$ cat src/rtl/fetch_unit_if.sv
// Fetch-side bus bundle: instruction-memory port, execute redirect and decode handshake.
// master = fetch unit view, slave = memory/execute/decode view.
interface fetch_unit_if;
    logic [31:0] imem_addr;
    logic [31:0] imem_rdata;
    logic        redirect_valid;
    logic [31:0] redirect_pc;
    logic        id_valid;
    logic        id_ready;
    logic [31:0] id_pc;
    logic [31:0] id_instr;

    modport master (
        output imem_addr, id_valid, id_pc, id_instr,
        input  imem_rdata, redirect_valid, redirect_pc, id_ready
    );

    modport slave (
        input  imem_addr, id_valid, id_pc, id_instr,
        output imem_rdata, redirect_valid, redirect_pc, id_ready
    );
endinterface

$ cat src/rtl/fetch_unit.sv
// PC / fetch-control stage in front of a one-cycle-latency instruction memory, with skid
// buffer, redirect and sticky fault. Define FETCH_PERF_CNT_EN to build the perf counters.
module fetch_unit #(
    parameter logic [31:0] RESET_PC   = 32'h0000_0000,
    parameter int          IMEM_BYTES = 1024
) (
    input  logic         clk,
    input  logic         rst,
    input  logic         fetch_en,
    fetch_unit_if.master bus,
    output logic         fault,
    output logic [31:0]  fault_pc,
    output logic [31:0]  perf_fetched,
    output logic [31:0]  perf_stalls
);
    typedef enum logic [1:0] {
        ST_IDLE  = 2'd0,
        ST_RUN   = 2'd1,
        ST_FAULT = 2'd2
    } state_t;

    localparam logic [31:0] LAST_ADDR = 32'(IMEM_BYTES - 4);

    function automatic logic addr_bad(input logic [31:0] addr);
        return (addr[1:0] != 2'b00) || (addr > LAST_ADDR);
    endfunction

    state_t      state_r, state_s;
    logic [31:0] pc_r, inflight_pc_r, skid_pc_r, skid_instr_r;
    logic        inflight_valid_r, skid_valid_r;
    logic        active_s, redirect_s, want_issue_s, issue_s, fault_hit_s, id_valid_s;
    logic [31:0] target_s;

    // FSM state register.
    always_ff @(posedge clk or posedge rst) begin
        if (rst) begin
            state_r <= ST_IDLE;
        end else begin
            state_r <= state_s;
        end
    end

    // FSM next-state logic.
    always_comb begin
        state_s = state_r;
        case (state_r)
            ST_IDLE: begin
                if (fault_hit_s) begin
                    state_s = ST_FAULT;
                end else if (fetch_en) begin
                    state_s = ST_RUN;
                end else begin
                    state_s = ST_IDLE;
                end
            end
            ST_RUN: begin
                if (fault_hit_s) begin
                    state_s = ST_FAULT;
                end else if (!fetch_en && !inflight_valid_r && !skid_valid_r) begin
                    state_s = ST_IDLE;
                end else begin
                    state_s = ST_RUN;
                end
            end
            ST_FAULT: state_s = ST_FAULT;
            default:  state_s = ST_FAULT;
        endcase
    end

    // FSM outputs: issue decision, memory address and the decode-side output mux.
    always_comb begin
        active_s   = (state_r != ST_FAULT);
        redirect_s = active_s & bus.redirect_valid;
        if (redirect_s) begin
            want_issue_s = fetch_en;
        end else if (state_r == ST_RUN) begin
            want_issue_s = fetch_en & (bus.id_ready | (!inflight_valid_r & !skid_valid_r));
        end else begin
            want_issue_s = 1'b0;
        end
        target_s      = redirect_s ? bus.redirect_pc : pc_r;
        fault_hit_s   = want_issue_s & addr_bad(target_s);
        issue_s       = want_issue_s & !fault_hit_s;
        bus.imem_addr = (redirect_s & fetch_en) ? bus.redirect_pc : pc_r;

        // Redirect cycles present a bubble: the held instruction is on the wrong path.
        id_valid_s   = active_s & !redirect_s & (skid_valid_r | inflight_valid_r);
        bus.id_valid = id_valid_s;
        if (!id_valid_s) begin
            bus.id_pc    = 32'h0000_0000;
            bus.id_instr = 32'h0000_0000;
        end else if (skid_valid_r) begin
            bus.id_pc    = skid_pc_r;
            bus.id_instr = skid_instr_r;
        end else begin
            bus.id_pc    = inflight_pc_r;
            bus.id_instr = bus.imem_rdata;
        end
    end

    // PC, in-flight tracking, skid entry and sticky fault capture.
    always_ff @(posedge clk or posedge rst) begin
        if (rst) begin
            pc_r             <= RESET_PC;
            inflight_valid_r <= 1'b0;
            inflight_pc_r    <= 32'h0000_0000;
            skid_valid_r     <= 1'b0;
            skid_pc_r        <= 32'h0000_0000;
            skid_instr_r     <= 32'h0000_0000;
            fault            <= 1'b0;
            fault_pc         <= 32'h0000_0000;
        end else if (state_r != ST_FAULT) begin
            if (fault_hit_s) begin
                inflight_valid_r <= 1'b0;
                skid_valid_r     <= 1'b0;
                fault            <= 1'b1;
                fault_pc         <= target_s;
            end else if (redirect_s) begin
                skid_valid_r     <= 1'b0;
                inflight_valid_r <= issue_s;
                inflight_pc_r    <= bus.redirect_pc;
                pc_r             <= issue_s ? (bus.redirect_pc + 32'd4) : bus.redirect_pc;
            end else begin
                if (issue_s) begin
                    pc_r             <= pc_r + 32'd4;
                    inflight_valid_r <= 1'b1;
                    inflight_pc_r    <= pc_r;
                end else begin
                    inflight_valid_r <= 1'b0;
                end
                // Memory data lives only one cycle, so a refused response is parked here.
                if (inflight_valid_r && !bus.id_ready) begin
                    skid_valid_r <= 1'b1;
                    skid_pc_r    <= inflight_pc_r;
                    skid_instr_r <= bus.imem_rdata;
                end else if (skid_valid_r && bus.id_ready) begin
                    skid_valid_r <= 1'b0;
                end
            end
        end
    end

`ifdef FETCH_PERF_CNT_EN
    // Handshake and back-pressure event counters.
    always_ff @(posedge clk or posedge rst) begin
        if (rst) begin
            perf_fetched <= 32'd0;
            perf_stalls  <= 32'd0;
        end else begin
            if (id_valid_s && bus.id_ready) begin
                perf_fetched <= perf_fetched + 32'd1;
            end
            if (id_valid_s && !bus.id_ready) begin
                perf_stalls <= perf_stalls + 32'd1;
            end
        end
    end
`else
    assign perf_fetched = 32'd0;
    assign perf_stalls  = 32'd0;
`endif
endmodule

$ cat src/flat_wrapper.sv
// flat-port wrapper written by rule: the top's interface ports become plain ports
module fetch_unit_flat 
#(
    parameter logic [31:0] RESET_PC   = 32'h0000_0000,
    parameter int          IMEM_BYTES = 1024
)
  (clk, rst, fetch_en, fault, fault_pc, perf_fetched, perf_stalls, bus_imem_addr, bus_id_valid, bus_id_pc, bus_id_instr, bus_imem_rdata, bus_redirect_valid, bus_redirect_pc, bus_id_ready);
  fetch_unit_if bus_i ();
  input  logic clk;
  input  logic rst;
  input  logic fetch_en;
  output logic fault;
  output logic [31:0] fault_pc;
  output logic [31:0] perf_fetched;
  output logic [31:0] perf_stalls;
  output wire logic [$bits(bus_i.imem_addr)-1:0] bus_imem_addr;
  output wire logic [$bits(bus_i.id_valid)-1:0] bus_id_valid;
  output wire logic [$bits(bus_i.id_pc)-1:0] bus_id_pc;
  output wire logic [$bits(bus_i.id_instr)-1:0] bus_id_instr;
  input wire logic [$bits(bus_i.imem_rdata)-1:0] bus_imem_rdata;
  input wire logic [$bits(bus_i.redirect_valid)-1:0] bus_redirect_valid;
  input wire logic [$bits(bus_i.redirect_pc)-1:0] bus_redirect_pc;
  input wire logic [$bits(bus_i.id_ready)-1:0] bus_id_ready;
  assign bus_imem_addr = bus_i.imem_addr;
  assign bus_id_valid = bus_i.id_valid;
  assign bus_id_pc = bus_i.id_pc;
  assign bus_id_instr = bus_i.id_instr;
  assign bus_i.imem_rdata = bus_imem_rdata;
  assign bus_i.redirect_valid = bus_redirect_valid;
  assign bus_i.redirect_pc = bus_redirect_pc;
  assign bus_i.id_ready = bus_id_ready;
  fetch_unit #(.RESET_PC(RESET_PC), .IMEM_BYTES(IMEM_BYTES)) u_core (.clk(clk), .rst(rst), .fetch_en(fetch_en), .bus(bus_i), .fault(fault), .fault_pc(fault_pc), .perf_fetched(perf_fetched), .perf_stalls(perf_stalls));
endmodule
$ cat config.mk
export PLATFORM = sky130hd
export DESIGN_NAME = fetch_unit_flat
export DESIGN_NICKNAME = d
export VERILOG_FILES = /design/src/rtl/fetch_unit_if.sv /design/src/rtl/fetch_unit.sv /design/src/flat_wrapper.sv
export SDC_FILE = /design/constraint.sdc
export NUM_CORES = 1
export LEC_CHECK = 0
export BUFFER_PORTS_ARGS = -buffer_cell sky130_fd_sc_hd__buf_2
export CAP_MARGIN = 15
export CORE_MARGIN = 2
export CORE_UTILIZATION = 50
export CTS_CLUSTER_DIAMETER = 200
export DETAILED_ROUTE_END_ITERATION = 7
export PLACE_DENSITY = 0.78
export SYNTH_ARGS = -nofsm -noshare
export SYNTH_HDL_FRONTEND = slang
export SYNTH_SLANG_ARGS = --single-unit
$ cat constraint.sdc
create_clock -name clk -period 7.4 [get_ports clk]
set_clock_uncertainty 0.2 [all_clocks]
set_input_delay 0.74 -clock clk [delete_from_list [all_inputs] [get_ports clk]]
set_output_delay 0.74 -clock clk [all_outputs]
set_load 0.01 [all_outputs]
## Word-level counts from Yosys, hierarchy flattened

Index checks and enable logic that the tools add are counted.

| word-level totals | value |
|---|---|
| bits of input ports | 69 |
| flip-flop bits (word level) | 165 |
| output and inout port bits | 194 |

| cells by class | value |
|---|---|
| order comparisons | 1 |
| bitwise logic cells | 12 |
| muxes and demuxes | 25 |
| add/subtract/negate cells | 2 |
| eq/ne operators | 2 |
| reductions and logical operators | 19 |

Operator list:

| operator | count |
|---|---|
| two-way mux 32 bit | 11 |
| adder 32 x 3 -> 32 bit (second input constant) | 2 |
| > comparator 32 x 10 -> 1 bit (second input constant) | 1 |
| two-way mux 1 bit | 11 |
| bitwise AND 1 bit | 8 |
| zero test 1 bit | 6 |
| logical AND 1 bit | 4 |
| two-way mux 2 bit | 2 |
| case mux 2 bit (2 select lines) | 1 |
| AND reduction 2 bit | 2 |
| AND reduction 4 bit | 1 |
| nonzero test 2 bit | 2 |
| nonzero test 4 bit | 1 |
| AND reduction 3 bit | 1 |
| == test 2 x 1 -> 1 bit (second input constant) | 1 |
| zero test 2 bit | 1 |
| inequality test 2 bit (second input constant) | 1 |
| NOT 1 bit | 2 |
| bitwise OR 1 bit | 2 |
| logical OR 1 bit | 1 |

## Depth between registers and ports, before layout

| logic depth | value |
|---|---|
| depth after elaboration | 12 |
| gate-level depth with buffers | 10 |
| gate-level depth less buffers | 6 |

## Least setup slack after synthesis

No wires, ideal clock.

| timing | value |
|---|---|
| kind | input to output |
| start | input fetch_en |
| end | output bus_imem_addr[10] |
| required time | 6.460 ns |
| arrival time | 1.892 ns |
| stages on the path | 4 |
| setup slack | 4.568 ns |
| cell sequence | clkbuf_1 nand3_1 clkbuf_1 mux2_2 |

| between the ends | value |
|---|---|
| cells in the longest elaborated chain, start to end | 2 |

RTL lines:

| item | line | source |
|---|---|---|
| from (decl) | flat_wrapper.sv:11 | `input logic fetch_en;` |
| bitwise AND 1 bit | fetch_unit.sv:84 | `bus.imem_addr = (redirect_s & fetch_en) ? bus.redirect_pc : pc_r;` |
| two-way mux 32 bit | fetch_unit.sv:84 |  |
| to (decl) | flat_wrapper.sv:16 | `output wire logic [$bits(bus_i.imem_addr)-1:0] bus_imem_addr;` |

No other way between the ends.

## Worst setup path after layout

| timing | value |
|---|---|
| start | register u_core.state_r[0] |
| end | register u_core.pc_r[5] |

| between the ends | value |
|---|---|
| cells in the longest elaborated chain, start to end | 10 |

RTL lines:

| item | line | source |
|---|---|---|
| from (decl) | fetch_unit.sv:28 | `state_t state_r, state_s;` |
| from (signal assigned) | fetch_unit.sv:39 | `state_r <= state_s;` |
| inequality test 2 bit | fetch_unit.sv:72, fetch_unit.sv:112 |  |
| bitwise AND 1 bit | fetch_unit.sv:73 | `redirect_s = active_s & bus.redirect_valid;` |
| two-way mux 32 bit | fetch_unit.sv:81 | `target_s = redirect_s ? bus.redirect_pc : pc_r;` |
| > comparator 32 x 10 -> 1 bit or nonzero test 2 bit (tied branches) | fetch_unit.sv:25 | `return (addr[1:0] != 2'b00) \|\| (addr > LAST_ADDR);` |
| logical OR 1 bit | fetch_unit.sv:25 |  |
| bitwise AND 1 bit | fetch_unit.sv:82 | `fault_hit_s = want_issue_s & addr_bad(target_s);` |
| zero test 1 bit | fetch_unit.sv:83 | `issue_s = want_issue_s & !fault_hit_s;` |
| bitwise AND 1 bit | fetch_unit.sv:83 |  |
| nonzero test 2 bit (no line) or two-way mux 32 bit (tied branches) | n/a |  |
| AND reduction 3 bit (no line) or two-way mux 32 bit (tied branches) | n/a |  |
| to (signal assigned) | fetch_unit.sv:122 | `pc_r <= issue_s ? (bus.redirect_pc + 32'd4) : bus.redirect_pc;` |
| to (signal assigned) | fetch_unit.sv:125 | `pc_r <= pc_r + 32'd4;` |
| to (decl) | fetch_unit.sv:29 | `logic [31:0] pc_r, inflight_pc_r, skid_pc_r, skid_instr_r;` |

Parallel ways exist; a longest one is shown, timed or not.
A chain may end at the register's enable or synchronous reset.

==> impl_metrics.ini <==
[placement]
place.gp.congestion = 0.861
hpwl_um = 14500
portBuffers = 198
post-place-ws_ns = 3.57

[floorplanning]
core.rowCount = 48
core_um2 = 17200
dieHeight_um = 136
start_util_pct = 50.7
die_x_um = 136
die_area_um2 = 18500
io_pins = 263

[cells_and_area]
num-fill-cells = 1466
layout-drive-gt1-share_pct = 34.8
post-route-util_pct = 59.5
finalNetCount = 1062
multi_input_area_um2 = 4100
syn2layout_area_growth_pct = 17.4
final-seq-area_um2 = 4130

[drt]
wl_per_cell_um = 17.2
wl_met1_um = 9480
drt_iter0_drc = 604
top_layer = met5
avgViaCountPerCell = 5.43
ant_nets = 0
wl_met2_um = 9910
firstDrtPassIters = 7
met3_length_um = 1470
vias = 6682
wl_um = 21200
post-route-drc-count = 0

[clock_tree]
cts_root_buf = clkbuf_16
h-tree-depth = 4
post_cts_buffers = 0
clk_pin_slew_ns = 0.07
clock-sinks = 165
clk_path_buf_depth = 2
clk_latency_ns = 0.42
cts_hold_buf = 0
cts-resized-gates = 0
cts_tree = built
numCtsBuffers = 17

[timing]
rsz0062_at_grt = false
fin_setup_tns_ns = 0
min_period_ns = 3.72
setup_viol = 0
fin_hold_ws_ns = 0.0868
setup_ws_ns = 3.68
fmax_mhz = 269
finalMaxSlewViolations = 0
relSlewSlack_pct = 25.4
worst_pin_slew_ns = 1.11
period_share_pct = 50.3
hold_viol_final = 0

[grt]
grt_pass1_vias = 5951
grt_max_degree = 120
grtUsageTotal_pct = 22.2
overflow = 0
grt_antenna_before_repair = 2
grt_pass1_wl_um = 31800

[yosys]
synth_warnings = 0
netlist_area_um2 = 8710
syn_inst = 823
ys_types = 54
ys.flop_type = dfrtp_1
synth.ff_latch_count = 165
synth_area_per_cell_um2 = 10.6
synth-edff-count = 0
async_flop_share_pct = 100
yosysSeqAreaShare_pct = 47.4

[critical_path]
end_kind = flip-flop
critPathKind = flip-flop to flip-flop
worst_ep_required_time_ns = 7.54
start_kind = flip-flop
arrival_ns = 3.86
worst-path-max-fanout = 74
ff2ff_setup_slack_ns = 3.68

[flow_run]
drv_cap = 0

[pwr]
ir_drop_mv = 0.173
finalPower_w = 0.00313
pwr_density_cell_nw_per_um2 = 306
power_leakage_nw = 4.95

[status]
outcome = finished clean

[min_path]
hp-class = input pin to async pin
-- stage by stage --
step	cell area, µm²	cells
floorplan	8940	886
global placement	9580	1195
detailed placement	9580	1195
CTS	10200	1227
global route	10200	1229
finish	10200	1230
-- metal layers --
metal	global-route usage, %	vias up
met1	30.8	3242
met3	4.59	28
met5	0	-
met2	35.1	275
met4	7.41	2
li1	-	3135
-- cells in the mapped netlist (all sizes together), types with 5 or more instances --
master	number	share of area (%)
a22o	33	3.3
inv	7	0.30
nor4	13	1.0
mux2i	74	8.5
nor2	106	4.6
buf	85	6.9
o21ai	23	1.3
clkbuf	35	1.5
a31oi	26	1.9
nand2	69	3.0
nand4	6	0.43
or4	7	0.73
mux2	100	13
nand3	7	0.46
and3	5	0.42
o211ai	6	0.52
a21oi	15	0.91
dfrtp	165	47
-- placed cells by master, fill, tap and decap left out, drive strengths merged, types with 2 or more instances in the layout --
cell and n:
buf 206, dfrtp 165, nor2 106, mux2 100, mux2i 74, nand2 69, conb 64, a22o 33
a31oi 26, o21ai 23, clkbuf 18, a21oi 15, inv 15, nor4 13, nand3 7, or4 7
nand4 6, o211ai 6, and3 5, o2111ai 4, o2bb2ai 4, and2 3, xor2 3, clkinvlp 3
o31ai 3, nand2b 2, a221o 2, and4 2, ha 2, or2 2, clkinv 2
-- worst max-delay path, cell delays in order (launching register included) --
cell      delay (ns)
dfrtp_1         0.40
nand2b_1        0.31
and2_1          0.26
buf_4           0.28
nor4_2          1.00
o31ai_4         0.13
buf_4           0.38
or4_1           0.55
o211ai_1        0.10
-- registers in the layout, indices dropped and copies added, names as in the netlist --
register / cells
u_core.fault: 1
u_core.fault_pc: 32
u_core.inflight_pc_r: 32
u_core.inflight_valid_r: 1
u_core.pc_r: 32
u_core.skid_instr_r: 32
u_core.skid_pc_r: 32
u_core.skid_valid_r: 1
u_core.state_r: 2
-- worst paths after layout --
| kind | start | end | cells after the start |
|---|---|---|---|
| worst min-delay path | rst | u_core.skid_instr_r[3]$_DFFE_PP0P_ | 2 |
| max in group asynchronous | rst | u_core.inflight_pc_r[10]$_DFFE_PP0P_ | 4 |
| worst min register to register | u_core.fault$_DFFE_PP0P_ | u_core.fault$_DFFE_PP0P_ | 1 |
| min in group clk | u_core.fault$_DFFE_PP0P_ | u_core.fault$_DFFE_PP0P_ | 1 |
| worst max register to register | u_core.state_r[0]$_DFF_PP0_ | u_core.pc_r[5]$_DFFE_PP0P_ | 8 |
| worst max-delay path | u_core.state_r[0]$_DFF_PP0_ | u_core.pc_r[5]$_DFFE_PP0P_ | 8 |
-- layout make-up --
cell class                      instances  area share (%)
Antenna cell                            1          0.0245
Clock buffer                           18            4.29
Timing Repair Buffer                  206            10.6
Tap cell                              225            2.75
Inverter                                7           0.306
Sequential cell                       165            40.4
Clock inverter                         14            1.54
Multi-Input combinational cell        594            40.1
-- cells by family (layout without fill, tap and decap cells) --
family	count (synthesis)	count (layout)	share of synthesized area, %
compound gates	126	126	10.2
xor+xnor	4	4	0.402
flops	165	165	47.4
other cells	1	65	0.0431
mux	174	174	21.4
buf+inv	127	245	8.67
fa+ha+maj	2	2	0.287
simple gates	224	224	11.5
-- where the power goes --
group	total [W]	internal (W)	switching (W)	leakage [nW]
logic	0.000881	0.000407	0.000474	2.52
clock network	0.000889	0.000489	0.000400	0.285
registers	0.00136	0.00114	0.000223	2.14
total	0.00313	0.00203	0.00110	4.95
No activity file was read; power rests on OpenSTA's default activity.
